===== src/rtl/fifo_arb_pkg.sv =====
// fifo_arb_pkg: shared state encoding, default sizes and index arithmetic for the FIFO write arbiter.
package fifo_arb_pkg;
   typedef enum logic {IDLE, BURST} arbState;
   localparam int DefNumReq = 4;
   localparam int DefDataWidth = 128;
   localparam int DefMaxBurst = 4;
   function automatic int wrapInc(input int v, input int n);
      return (v + 1) % n;
   endfunction
endpackage


===== src/rtl/fifo_wr_arbiter_if.sv =====
// fifo_wr_arbiter_if: requester bundle plus FIFO write port and arbiter status.
interface fifo_wr_arbiter_if import fifo_arb_pkg::*; #(
   parameter int NUM_REQ = DefNumReq,
   parameter int DATA_WIDTH = DefDataWidth
);
   localparam int IW = $clog2(NUM_REQ);
   logic [NUM_REQ-1:0] req;
   logic [NUM_REQ-1:0][DATA_WIDTH-1:0] data;
   logic [NUM_REQ-1:0] gnt;
   logic fifo_wr;
   logic [DATA_WIDTH-1:0] fifo_data;
   logic fifo_full;
   logic fifo_almost_full;
   logic [IW-1:0] owner;
   logic busy;
   modport master (output req, data, fifo_full, fifo_almost_full, input gnt, fifo_wr, fifo_data, owner, busy);
   modport slave (input req, data, fifo_full, fifo_almost_full, output gnt, fifo_wr, fifo_data, owner, busy);
endinterface


===== src/rtl/fifo_wr_arbiter_rr_pick.sv =====
// rr_pick: first set request at or after ptr, searching cyclically.
module rr_pick #(
   parameter int N = 4,
   parameter int IW = $clog2(N)
) (
   input logic [N-1:0] req,
   input logic [IW-1:0] ptr,
   output logic valid,
   output logic [IW-1:0] idx
);
   logic [IW-1:0] cand;
   // Scan downwards so the closest index to ptr is written last and wins.
   always_comb begin
      valid = 1'b0;
      idx = '0;
      cand = '0;
      for (int k = N - 1; k >= 0; k--) begin
         cand = IW'((int'(ptr) + k) % N);
         if (req[cand]) begin
            valid = 1'b1;
            idx = cand;
         end
      end
   end
endmodule


===== src/rtl/fifo_wr_arbiter.sv =====
// fifo_wr_arbiter: round-robin burst arbiter sharing one registered FIFO write port.
module fifo_wr_arbiter import fifo_arb_pkg::*; #(
   parameter int NUM_REQ = DefNumReq,
   parameter int DATA_WIDTH = DefDataWidth,
   parameter int MAX_BURST = DefMaxBurst
) (
   input logic clk,
   input logic arst,
   fifo_wr_arbiter_if.slave bus
);
   localparam int IW = $clog2(NUM_REQ);
   localparam int CW = $clog2(MAX_BURST + 1);
   localparam logic [CW-1:0] MaxCnt = CW'(MAX_BURST);
   arbState st, nextSt;
   logic [IW-1:0] rr_ptr, owner, nextPtr, nextOwner, pickPtr, pickIdx, gntIdx;
   logic [CW-1:0] burst_cnt, nextCnt;
   logic [DATA_WIDTH-1:0] gntData;
   logic space, keep, pickValid, grant;
   // A write already in flight takes the last slot when almost full.
   assign space = !bus.fifo_full && !(bus.fifo_almost_full && bus.fifo_wr);
   assign keep = st == BURST && bus.req[owner] && burst_cnt < MaxCnt;
   assign pickPtr = st == BURST ? IW'(wrapInc(int'(owner), NUM_REQ)) : rr_ptr;
   rr_pick #(.N(NUM_REQ), .IW(IW)) u_pick (.req(bus.req), .ptr(pickPtr), .valid(pickValid), .idx(pickIdx));
   always_comb begin
      nextSt = st;
      nextPtr = rr_ptr;
      nextOwner = owner;
      nextCnt = burst_cnt;
      grant = 1'b0;
      gntIdx = owner;
      if (space && keep) begin
         grant = 1'b1;
         nextCnt = burst_cnt + 1'b1;
      end else if (space) begin
         nextPtr = pickPtr;
         grant = pickValid;
         gntIdx = pickIdx;
         nextSt = pickValid ? BURST : IDLE;
         nextOwner = pickValid ? pickIdx : owner;
         nextCnt = pickValid ? CW'(1) : burst_cnt;
      end
   end
   assign gntData = bus.data[gntIdx];
   assign bus.gnt = (grant && !arst) ? (NUM_REQ'(1) << gntIdx) : '0;
   assign bus.busy = st == BURST;
   assign bus.owner = owner;
   always_ff @(posedge clk or posedge arst) begin
      if (arst) begin
         st <= IDLE;
         rr_ptr <= '0;
         owner <= '0;
         burst_cnt <= '0;
         bus.fifo_wr <= 1'b0;
         bus.fifo_data <= '0;
      end else begin
         st <= nextSt;
         rr_ptr <= nextPtr;
         owner <= nextOwner;
         burst_cnt <= nextCnt;
         bus.fifo_wr <= grant;
         if (grant) bus.fifo_data <= gntData;
      end
   end
endmodule


===== src/flat_wrapper.sv =====
// flat-port wrapper written by rule: the top's interface ports become plain ports
module fifo_wr_arbiter_flat import fifo_arb_pkg::*;
#(
   parameter int NUM_REQ = DefNumReq,
   parameter int DATA_WIDTH = DefDataWidth,
   parameter int MAX_BURST = DefMaxBurst
)
  (clk, arst, bus_req, bus_data, bus_fifo_full, bus_fifo_almost_full, bus_gnt, bus_fifo_wr, bus_fifo_data, bus_owner, bus_busy);
  fifo_wr_arbiter_if #(.NUM_REQ(NUM_REQ), .DATA_WIDTH(DATA_WIDTH)) bus_i ();
  input logic clk;
  input logic arst;
  input wire logic [$bits(bus_i.req)-1:0] bus_req;
  input wire logic [$bits(bus_i.data)-1:0] bus_data;
  input wire logic [$bits(bus_i.fifo_full)-1:0] bus_fifo_full;
  input wire logic [$bits(bus_i.fifo_almost_full)-1:0] bus_fifo_almost_full;
  output wire logic [$bits(bus_i.gnt)-1:0] bus_gnt;
  output wire logic [$bits(bus_i.fifo_wr)-1:0] bus_fifo_wr;
  output wire logic [$bits(bus_i.fifo_data)-1:0] bus_fifo_data;
  output wire logic [$bits(bus_i.owner)-1:0] bus_owner;
  output wire logic [$bits(bus_i.busy)-1:0] bus_busy;
  assign bus_i.req = bus_req;
  assign bus_i.data = bus_data;
  assign bus_i.fifo_full = bus_fifo_full;
  assign bus_i.fifo_almost_full = bus_fifo_almost_full;
  assign bus_gnt = bus_i.gnt;
  assign bus_fifo_wr = bus_i.fifo_wr;
  assign bus_fifo_data = bus_i.fifo_data;
  assign bus_owner = bus_i.owner;
  assign bus_busy = bus_i.busy;
  fifo_wr_arbiter #(.NUM_REQ(NUM_REQ), .DATA_WIDTH(DATA_WIDTH), .MAX_BURST(MAX_BURST)) u_core (.clk(clk), .arst(arst), .bus(bus_i));
endmodule

===== config.mk =====
export PLATFORM = sky130hd
export DESIGN_NAME = fifo_wr_arbiter_flat
export DESIGN_NICKNAME = d
export VERILOG_FILES = /design/src/rtl/fifo_arb_pkg.sv /design/src/rtl/fifo_wr_arbiter_if.sv /design/src/rtl/fifo_wr_arbiter_rr_pick.sv /design/src/rtl/fifo_wr_arbiter.sv /design/src/flat_wrapper.sv
export SDC_FILE = /design/constraint.sdc
export NUM_CORES = 1
export LEC_CHECK = 0
export BUFFER_PORTS_ARGS = -buffer_cell sky130_fd_sc_hd__buf_2
export CORE_AREA = 3 3 253 255
export DETAILED_ROUTE_END_ITERATION = 10
export DIE_AREA = 0 0 256 258
export GPL_TIMING_DRIVEN = 1
export PLACE_DENSITY = 0.49
export SYNTH_ARGS = -nofsm -noshare
export SYNTH_HDL_FRONTEND = slang
export SYNTH_SLANG_ARGS = --single-unit

===== constraint.sdc =====
create_clock -name clk -period 5.2 [get_ports clk]
set_input_delay 0.26 -clock clk [delete_from_list [all_inputs] [get_ports clk]]
set_output_delay 0.26 -clock clk [all_outputs]
set_load 0.005 [all_outputs]

; ---- After elaboration in Yosys (flattened, before gate mapping)
; Cells that the tools add are included.
; Widths: inputs -> output; s select.
[word_totals]
regBits = 137
inputBits = 520
out_inout_bits = 136
word_cells = 64
[op_classes]
add_sub_neg = 5
magnitude_cmp = 7
n_shift = 1
mux = 30
bitwise = 1
reduce_logical = 14
[op_table]
columns = cell, count
row1 = $bmux 128 s2, 1
row2 = $mux 128, 1
row3 = $lt 2x3->1 const B, 6
row4 = $mux 2, 7
row5 = $mux 1, 12
row6 = $bmux 1 s2, 5
row7 = $mux 3, 3
row8 = $logic_and 1x1->1, 6
row9 = $add 2x1->2 const B, 2
row10 = $add 2x2->2 const B, 2
row11 = $mux 4, 1
row12 = $reduce_and 2->1, 2
row13 = $reduce_bool 2->1, 2
row14 = $shl 1x2->4 const A, 1
row15 = $add 3x1->3 const B, 1
row16 = $logic_not 1->1, 3
row17 = $lt 3x3->1 const B, 1
row18 = $reduce_and 3->1, 1
row19 = $not 1->1, 1

; ---- Depth between registers and ports, before layout
; Gate-level depths: netlist (run 1).
[logic_depth]
depth_word = 13
mapped_depth = 11
ltp_nobuf = 7

; ---- By module
; A second synthesis (run 1) with hierarchy kept.
[unflattened]
hier_cells = 817
hier_area_um2 = 9291.4
[modules_own_cells]
columns = mod, n_inst, cells_each, area_per_inst_um2, seq_area_each_um2
row1 = fifo_wr_arbiter, 1, 804, 9213.8, 3428.3
row2 = rr_pick, 1, 13, 77.6, 0.0

; ---- Worst setup path after synthesis (run 1)
; No wires, ideal clock.
[synth_timing]
path_type = input to output
start = input arst
end = output bus_gnt[0]
arrival_ns = 3.607
required_ns = 4.940
setup_slack_ns = 1.333
cell_stages = 2
n_path_buf = 0
cell_sequence = inv_1 -> and3_1
[synth_between]
elab_chain_cells = 3
[synth_lines]
columns = item, line_no
row1 = start: declaration, flat_wrapper.sv:11  ; input logic arst;
row2 = $logic_not 1->1, fifo_wr_arbiter.sv:44  ; assign bus.gnt = (grant && !arst) ? (NUM_REQ'(1) << gntIdx) : '0;
row3 = $logic_and 1x1->1, fifo_wr_arbiter.sv:44
row4 = $mux 4, fifo_wr_arbiter.sv:44
row5 = end: declaration, flat_wrapper.sv:16  ; output wire logic [$bits(bus_i.gnt)-1:0] bus_gnt;
; No other way between the ends.

; ---- Worst setup path in the final report (run 1)
[layout_timing]
start = register u_core.owner[1], in the netlist u_core.bus.owner[1]
end = output bus_gnt[1]
[layout_between]
elab_chain_cells = 13
word_cells_on_any_way = 33
classes_between = add/sub: 4 / shift: 1 / mux: 24 / reduce/logical: 4
[layout_lines]
columns = item, line_no
row1 = start: declaration, fifo_wr_arbiter.sv:15  ; logic [IW-1:0] rr_ptr, owner, nextPtr, nextOwner, pickPtr, pickIdx, gntIdx;
row2 = start signal: assignment, fifo_wr_arbiter.sv:58  ; owner <= nextOwner;
row3 = $add 2x1->2, fifo_arb_pkg.sv:8  ; return (v + 1) % n;
row4 = $mux 2, fifo_wr_arbiter.sv:22  ; assign pickPtr = st == BURST ? IW'(wrapInc(int'(owner), NUM_REQ)) : rr_ptr;
row5 = $add 2x2->2, fifo_wr_arbiter_rr_pick.sv:18  ; cand = IW'((int'(ptr) + k) % N);
row6 = $bmux 1 s2, fifo_wr_arbiter_rr_pick.sv:19  ; if (req[cand]) begin
row7 = $mux 1 (not written as such), fifo_wr_arbiter_rr_pick.sv:19
row8 = $mux 2 / $mux 1 (equally long branches) (4 in a row), fifo_wr_arbiter_rr_pick.sv:19
row9 = $mux 2 / $mux 1 (equally long branches), fifo_wr_arbiter.sv:34  ; end else if (space) begin
row10 = $mux 2 / $mux 1 (equally long branches), fifo_wr_arbiter.sv:31  ; if (space && keep) begin
row11 = $shl 1x2->4 / $logic_and 1x1->1 (equally long branches), fifo_wr_arbiter.sv:44
row12 = $mux 4 (*), fifo_wr_arbiter.sv:44
; Mark *: on every way between the ends. The rest lies on a longest branch, timed or not. The select of a mux whose other input is x is not followed.

==> flow_summary_export.csv, run 1 <==
group,metric,value,unit
pwr,irDropWorstVdd,0.000462,V
global_route,grt_max_degree,130,
die,die_x,256,um
die,dieArea,0.0660,mm^2
pwr,power_density,506,mW/mm^2
timing,min_period_over_period,83.0,%
placement,placedCellCount,2588,
die,ios,656,
timing,drv_slew,0,
setup_path,r2r-start,"u_core.bus.owner[1]$_DFFE_PP0P_",
setup_path,crit_slowest_cell,"nor4_2",
timing,setup_tns,0,ps
cts,cts-root-buf,"clkbuf_16",
placement,portBuffers,655,
final_layout,layout.cells.non_filler,2640,
hold_path,min_path_type,"primary input to flip-flop",
detailed_routing,wl_per_cell,21.4,um
cts,clk_path_buf_depth,2,
logic_synthesis,synth_area_per_cell,8.79,um^2
logic_synthesis,synth_area,0.0106,mm^2
global_route,grt_pass1_vias,13500,
logic_synthesis,synth-edff-count,0,
logic_synthesis,synthTopCellsByCount,"nand2_1 (200), dfrtp_1 (137), nor2_1 (132), a21oi_1 (109), o2bb2ai_1 (94)",
setup_path,critical_path_class,"flip-flop to output port",
timing,fmax,232,MHz
hold_path,hold_path_depth,3,
global_route,met3_usage,4.11,%
setup_path,ff2ff_setup_slack,1470,ps
cts,cts_tree,"done",
setup_path,start_kind,"flip-flop",
detailed_routing,wl,56400,um
cts,clk_pin_slew,70,ps
pwr,p_total,0.00775,W
timing,slew_headroom,26.5,%
setup_path,crit_required,4940,ps
final_layout,area_delta_synth_final,45.0,%
timing,rsz0062_at_grt,"false",
logic_synthesis,ys.flop_type,"dfrtp_1",
die,start_util,17.1,%
cts,clk_latency,470,ps
logic_synthesis,yosysTopAreaCell,"dfrtp_1",
die,num_rows,91,
global_route,grt_busiest_layer,"met2",
detailed_routing,ant_nets,0,
logic_synthesis,yosysSeqAreaShare,32.5,%
setup_path,max_stage_delay,930,ps
die,coreArea,0.0618,mm^2
cts,cts_setup_buffers,0,
setup_path,worstSetupEndpointType,"output port",
cts,cts_sinks,137,
logic_synthesis,synthArstFlopShare,100,%
cts,cts_buffers,17,
status,outcome,"completed",
final_layout,layout-drive-gt1-share,43.4,%
detailed_routing,vias_per_cell,4.96,
logic_synthesis,synth_top_area_share,32.5,%
setup_path,crit_path_end,"bus_gnt[1]",
logic_synthesis,yosysMostFrequentCell,"nand2_1",
timing,tightest_slew,1100,ps
timing,fin_skew,10.3,ps
logic_synthesis,yosysWarnings,0,
placement,dp_hpwl,40600,um
logic_synthesis,synth.distinct_cells,48,
logic_synthesis,synth.area.top_cells,"dfrtp_1 (32%), o2bb2ai_1 (7.8%), a221oi_2 (7.1%)",
timing,setup_viol,0,
setup_path,r2r-end,"u_core.bus.fifo_data[25]$_DFFE_PP0P_",
pwr,p_leak,6.81,nW
detailed_routing,dr.pass1.iters,7,
logic_synthesis,synth_seq_cells,137,
setup_path,crit_path_cell_trace,"xnor2_2 > and4_1 > nor4_2 > nand2_1 > o21bai_4 > and3_1 > buf_2",
timing,period_minus_slack,4320,ps
global_route,grt_overflow,0,
global_route,use_met2,28.2,%
global_route,grt_pass1_wl,83300,um
die,die_h,258,um
setup_path,worst_r2r_path_depth,7,
flow_run,max-cap-violations,0,
detailed_routing,dr_total_vias,13100,
logic_synthesis,syn-num-nets,1722,
placement,gp_congestion,0.988,
setup_path,crit_start,"u_core.bus.owner[1]$_DFFE_PP0P_",
timing,hold_viol,0,
global_route,grt_usage,16.3,%
logic_synthesis,syn-instance-count,1201,
detailed_routing,drtIter0Drc,994,
final_layout,nets,2308,
setup_path,cp_max_fo,35,
detailed_routing,drc,0,
global_route,antenna_found_initial,3,
setup_path,arrival,4060,ps
cts,htree_levels,4,
global_route,grtUsageMet1,18.9,%
[what timing repair did]
action / 4_1_cts / 5_1_grt
gates resized for setup: 0 / 0
endpoints found under the hold margin: 46 / 0
hold buffers: 17 / 0
[area by class of cell]
cell class,instances,area (um^2)
diodes,3,7.51
clock buffers,19,453
clock inverters,13,143
fillers,6819,46500
inverters,6,32.5
multi-input cells,928,6510
flip-flops and latches,137,3430
well taps,837,1050
repair buffers,697,3690
[report_power, final]
part	switching (W)	internal, W
Sequential	0.000384	0.00158
Combinational	0.00273	0.00175
Clock	0.000562	0.000735
[registers in the layout, summed over array words and instances (netlist names)]
signal / cells
u_core.burst_cnt: 3
u_core.bus.busy: 1
u_core.bus.fifo_data: 128
u_core.bus.fifo_wr: 1
u_core.bus.owner: 2
u_core.rr_ptr: 2
[kinds of logic after synthesis]
kind of cell | count (synthesis) | share of synthesized area (%)
compound gates | 504 | 40.6
flops | 137 | 32.5
fa+ha+maj | 1 | 0.118
xor+xnor | 1 | 0.154
buf+inv | 136 | 6.54
simple gates | 352 | 13.4
mux | 70 | 6.75
[through the flow]
stage	hold slack (ps)	cell area [um^2]	worst slack (ps)	utilization, %
finish	58.6	15300	884	24.8
CTS	2.58	15300	810	24.8
global route	29.3	15300	596	24.8
global placement	339	14500	1440	23.5
floorplan	408	10600	1240	-
detailed placement	340	14500	1370	23.5
[placed cells by master (no fill, tap or decap), types with 50 or more instances in the layout]
cell	synthesis	final
a22oi_1	61	61
a221oi_2	50	50
mux2i_1	69	69
buf_2	33	655
nor2_1	132	132
dfrtp_1	137	137
o2bb2ai_1	94	94
a221oi_1	78	78
a221o_1	67	67
nand2_1	200	199
a21oi_1	109	109
[worst min path at each step]
stage / end / slack, ps / start
floorplan: u_core.bus.fifo_data[0]$_DFFE_PP0P_ / 410 / bus_data[384]
global placement: u_core.bus.fifo_data[7]$_DFFE_PP0P_ / 340 / arst
detailed placement: u_core.bus.fifo_data[46]$_DFFE_PP0P_ / 340 / arst
CTS: u_core.bus.fifo_data[31]$_DFFE_PP0P_ / 3 / bus_data[415]
global route: u_core.bus.fifo_data[119]$_DFFE_PP0P_ / 30 / bus_data[503]
finish: u_core.bus.fifo_data[31]$_DFFE_PP0P_ / 60 / bus_data[415]
[critical path, delay by kind of cell (launching register included)]
kind / cells / cell delay (ps)
compound gates: 1 / 900
xor+xnor: 1 / 200
flops: 1 / 690
simple gates: 4 / 1670
buf+inv: 1 / 110
[layer usage]
metal / up-vias / share of wire (%)
met4: 0 / 3.5
li1: 5879 / -
met1: 6364 / 39
met5: - / 0
met3: 99 / 7.6
met2: 755 / 50
(Power assumes the default switching activity.)
==> inputs of run 2 (changes only) <==
--- a/config.mk
+++ b/config.mk
@@ -6,9 +6,9 @@
 export NUM_CORES = 1
 export LEC_CHECK = 0
 export BUFFER_PORTS_ARGS = -buffer_cell sky130_fd_sc_hd__buf_2
-export CORE_AREA = 3 3 253 255
+export CORE_AREA = 3 3 258 260
 export DETAILED_ROUTE_END_ITERATION = 10
-export DIE_AREA = 0 0 256 258
+export DIE_AREA = 0 0 261 263
 export GPL_TIMING_DRIVEN = 1
 export PLACE_DENSITY = 0.49
 export SYNTH_ARGS = -nofsm -noshare
==> constraint.sdc (replaced) <==
create_clock -name clk -period 3.88 [get_ports clk]
set_input_delay 0.194 -clock clk [delete_from_list [all_inputs] [get_ports clk]]
set_output_delay 0.194 -clock clk [all_outputs]
set_load 0.005 [all_outputs]
==> run 2 against run 1 <==
Compared with the run above: final area up 15%; clock-buffer cell count grew 3; clock skew is essentially flat; critical endpoint unchanged.
==> flow_summary_export.csv, run 2 (synthesis results as in run 1) <==
group,metric,value,unit
pwr,power.share.switching,45.9,%
pwr,power_density,628,mW/mm^2
hold_path,hold_start,"bus_data[157]",
die,die_x,261,um
setup_path,r2r-start,"u_core.bus.owner[1]$_DFFE_PP0P_",
final_layout,regMostFlops,"u_core.bus.fifo_data",
flow_run,max-cap-violations,0,
timing,min_period_over_period,93.3,%
die,start_util,16.4,%
final_layout,final_common_cell,"buf_2",
final_layout,layout_common_cells,"buf_2 (655), dlygate4sd3_1 (239), nand2_1 (199), dfrtp_1 (137), nor2_1 (132)",
placement,gp_congestion,0.883,
setup_path,critical_path_class,"flip-flop to output port",
setup_path,arrival,3430,ps
final_layout,fill_cells,6912,
pwr,p_seq_share,23.8,%
pwr,pwr-share-clk,15.6,%
placement,dp_slack,760,ps
setup_path,start_kind,"flip-flop",
cts,clk_latency,480,ps
setup_path,cp_max_fo,35,
die,dieArea,0.0686,mm^2
detailed_routing,wl,58700,um
timing,rsz0062_at_grt,"false",
setup_path,r2r-end,"u_core.bus.fifo_data[74]$_DFFE_PP0P_",
pwr,p_leak,7.82,nW
final_layout,area_delta_synth_final,66.6,%
placement,dp_hpwl,41200,um
pwr,p_switching,0.00508,W
final_layout,layout-drive-gt1-share,38.6,%
final_layout,final_area,0.0176,mm^2
detailed_routing,drtIter0Drc,1042,
final_layout,nets,2533,
timing,setup_ws,259,ps
timing,setup_viol,0,
hold_path,min_path_type,"primary input to flip-flop",
timing,hold_viol,0,
setup_path,crit_required,3690,ps
detailed_routing,dr_total_vias,14100,
global_route,grt_pass1_vias,14700,
global_route,grt_overflow,0,
final_layout,largest_reg_flops,128,
die,num_rows,93,
cts,cts_tree,"done",
timing,drv_slew,0,
placement,placedCellCount,2609,
detailed_routing,wl_per_cell,20.4,um
timing,tightest_slew,1200,ps
cts,cts_buffers,17,
die,coreArea,0.0643,mm^2
final_layout,reg_top3,"u_core.bus.fifo_data: 128 flops, u_core.burst_cnt: 3 flops",
global_route,antenna_found_initial,7,
cts,cts_sinks,137,
cts,cts-root-buf,"clkbuf_16",
setup_path,worst_r2r_path_depth,9,
timing,fin_skew,10.6,ps
detailed_routing,ant_nets,0,
cts,clk_path_buf_depth,2,
timing,fmax,276,MHz
global_route,grt_max_degree,126,
status,outcome,"completed",
setup_path,ff2ff_setup_slack,270,ps
placement,portBuffers,655,
pwr,irDropWorstVdd,0.000517,V
timing,slew_headroom,20.2,%
detailed_routing,drc,0,
placement,dpl_cell_area,0.0146,mm^2
pwr,p_int,0.00598,W
timing,setup_tns,0,ps
die,die_h,263,um
detailed_routing,dr.pass1.iters,5,
final_layout,layout.cells.non_filler,2883,
final_layout,final_core_util,27.3,%
detailed_routing,vias_per_cell,4.88,
global_route,grt_pass1_wl,86900,um
die,ios,656,
hold_path,min_to,"u_core.bus.fifo_data[29]$_DFFE_PP0P_",
cts,clk_pin_slew,70,ps
setup_path,worstSetupEndpointType,"output port",
timing,period_minus_slack,3620,ps
global_route,grt_usage,16.4,%
cts,htree_levels,4,
hold_path,hold_path_depth,3,
pwr,combPwrFrac,60.6,%
## run 2: layout make-up
| cell class | count | area, um^2 | share of cell area [%] |
|---|---|---|---|
| multi-input cells | 928 | 6510 | 37.0 |
| repair buffers | 922 | 5970 | 33.9 |
| flip-flops and latches | 137 | 3430 | 19.5 |
| well taps | 855 | 1070 | 6.08 |
| clock buffers | 22 | 464 | 2.64 |
| clock inverters | 10 | 116 | 0.661 |
| inverters | 6 | 31.3 | 0.178 |
| diodes | 3 | 7.51 | 0.0427 |
## run 2: worst max path at each step
stage | from | endpoint | slack, ps | depth (start not counted)
detailed placement | u_core.bus.owner[1]$_DFFE_PP0P_ | u_core.bus.fifo_data[35]$_DFFE_PP0P_ | 760 | 7
finish | u_core.bus.owner[1]$_DFFE_PP0P_ | bus_gnt[1] | 260 | 9
CTS | u_core.bus.owner[1]$_DFFE_PP0P_ | u_core.bus.fifo_data[28]$_DFFE_PP0P_ | 180 | 8
floorplan | arst | bus_gnt[0] | 1060 | 2
global route | u_core.bus.owner[1]$_DFFE_PP0P_ | bus_gnt[1] | 20 | 9
global placement | u_core.bus.owner[0]$_DFFE_PP0P_ | u_core.bus.fifo_data[90]$_DFFE_PP0P_ | 770 | 7
## run 2: power by group through the flow
stage | Clock, W | Combinational (W) | Sequential, W
floorplan | 0 | 0.00375 | 0.00257
global placement | 0 | 0.00607 | 0.00263
detailed placement | 0 | 0.00611 | 0.00264
CTS | 0.00180 | 0.00670 | 0.00263
global route | 0.00186 | 0.00728 | 0.00272
finish | 0.00173 | 0.00670 | 0.00263
## run 2: critical path: stages (launching register included)
cell	delay, ps
dfrtp_1	680
xnor2_2	190
and4_1	250
nor4_2	550
buf_4	280
nand2_1	100
o21bai_2	120
buf_4	430
and3_1	220
buf_2	110
## run 2: metal layers
layer	routed length (um)	vias to the layer above	track usage (%)	part of all wire, %
met3	4830	121	4.35	8.2
met5	52	-	0	0.089
met2	29100	747	28.1	50
li1	-	6323	-	-
met1	23100	6856	19.3	39
met4	1670	8	6.53	2.8
## run 2: repair_timing
item,in CTS,in global routing
gates resized for setup,0,1
hold buffers,239,0
setup endpoints to repair,0,19
hold endpoints to repair,164,0
setup buffers,0,0
## run 2: through the flow
stage / hold WS [ps] / power [W]
2_1_floorplan: 342 / 0.00633
3_3_place_gp: 306 / 0.00870
3_5_place_dp: 298 / 0.00875
4_1_cts: 0.484 / 0.0111
5_1_grt: 23.1 / 0.0119
6_report: 48.8 / 0.0111
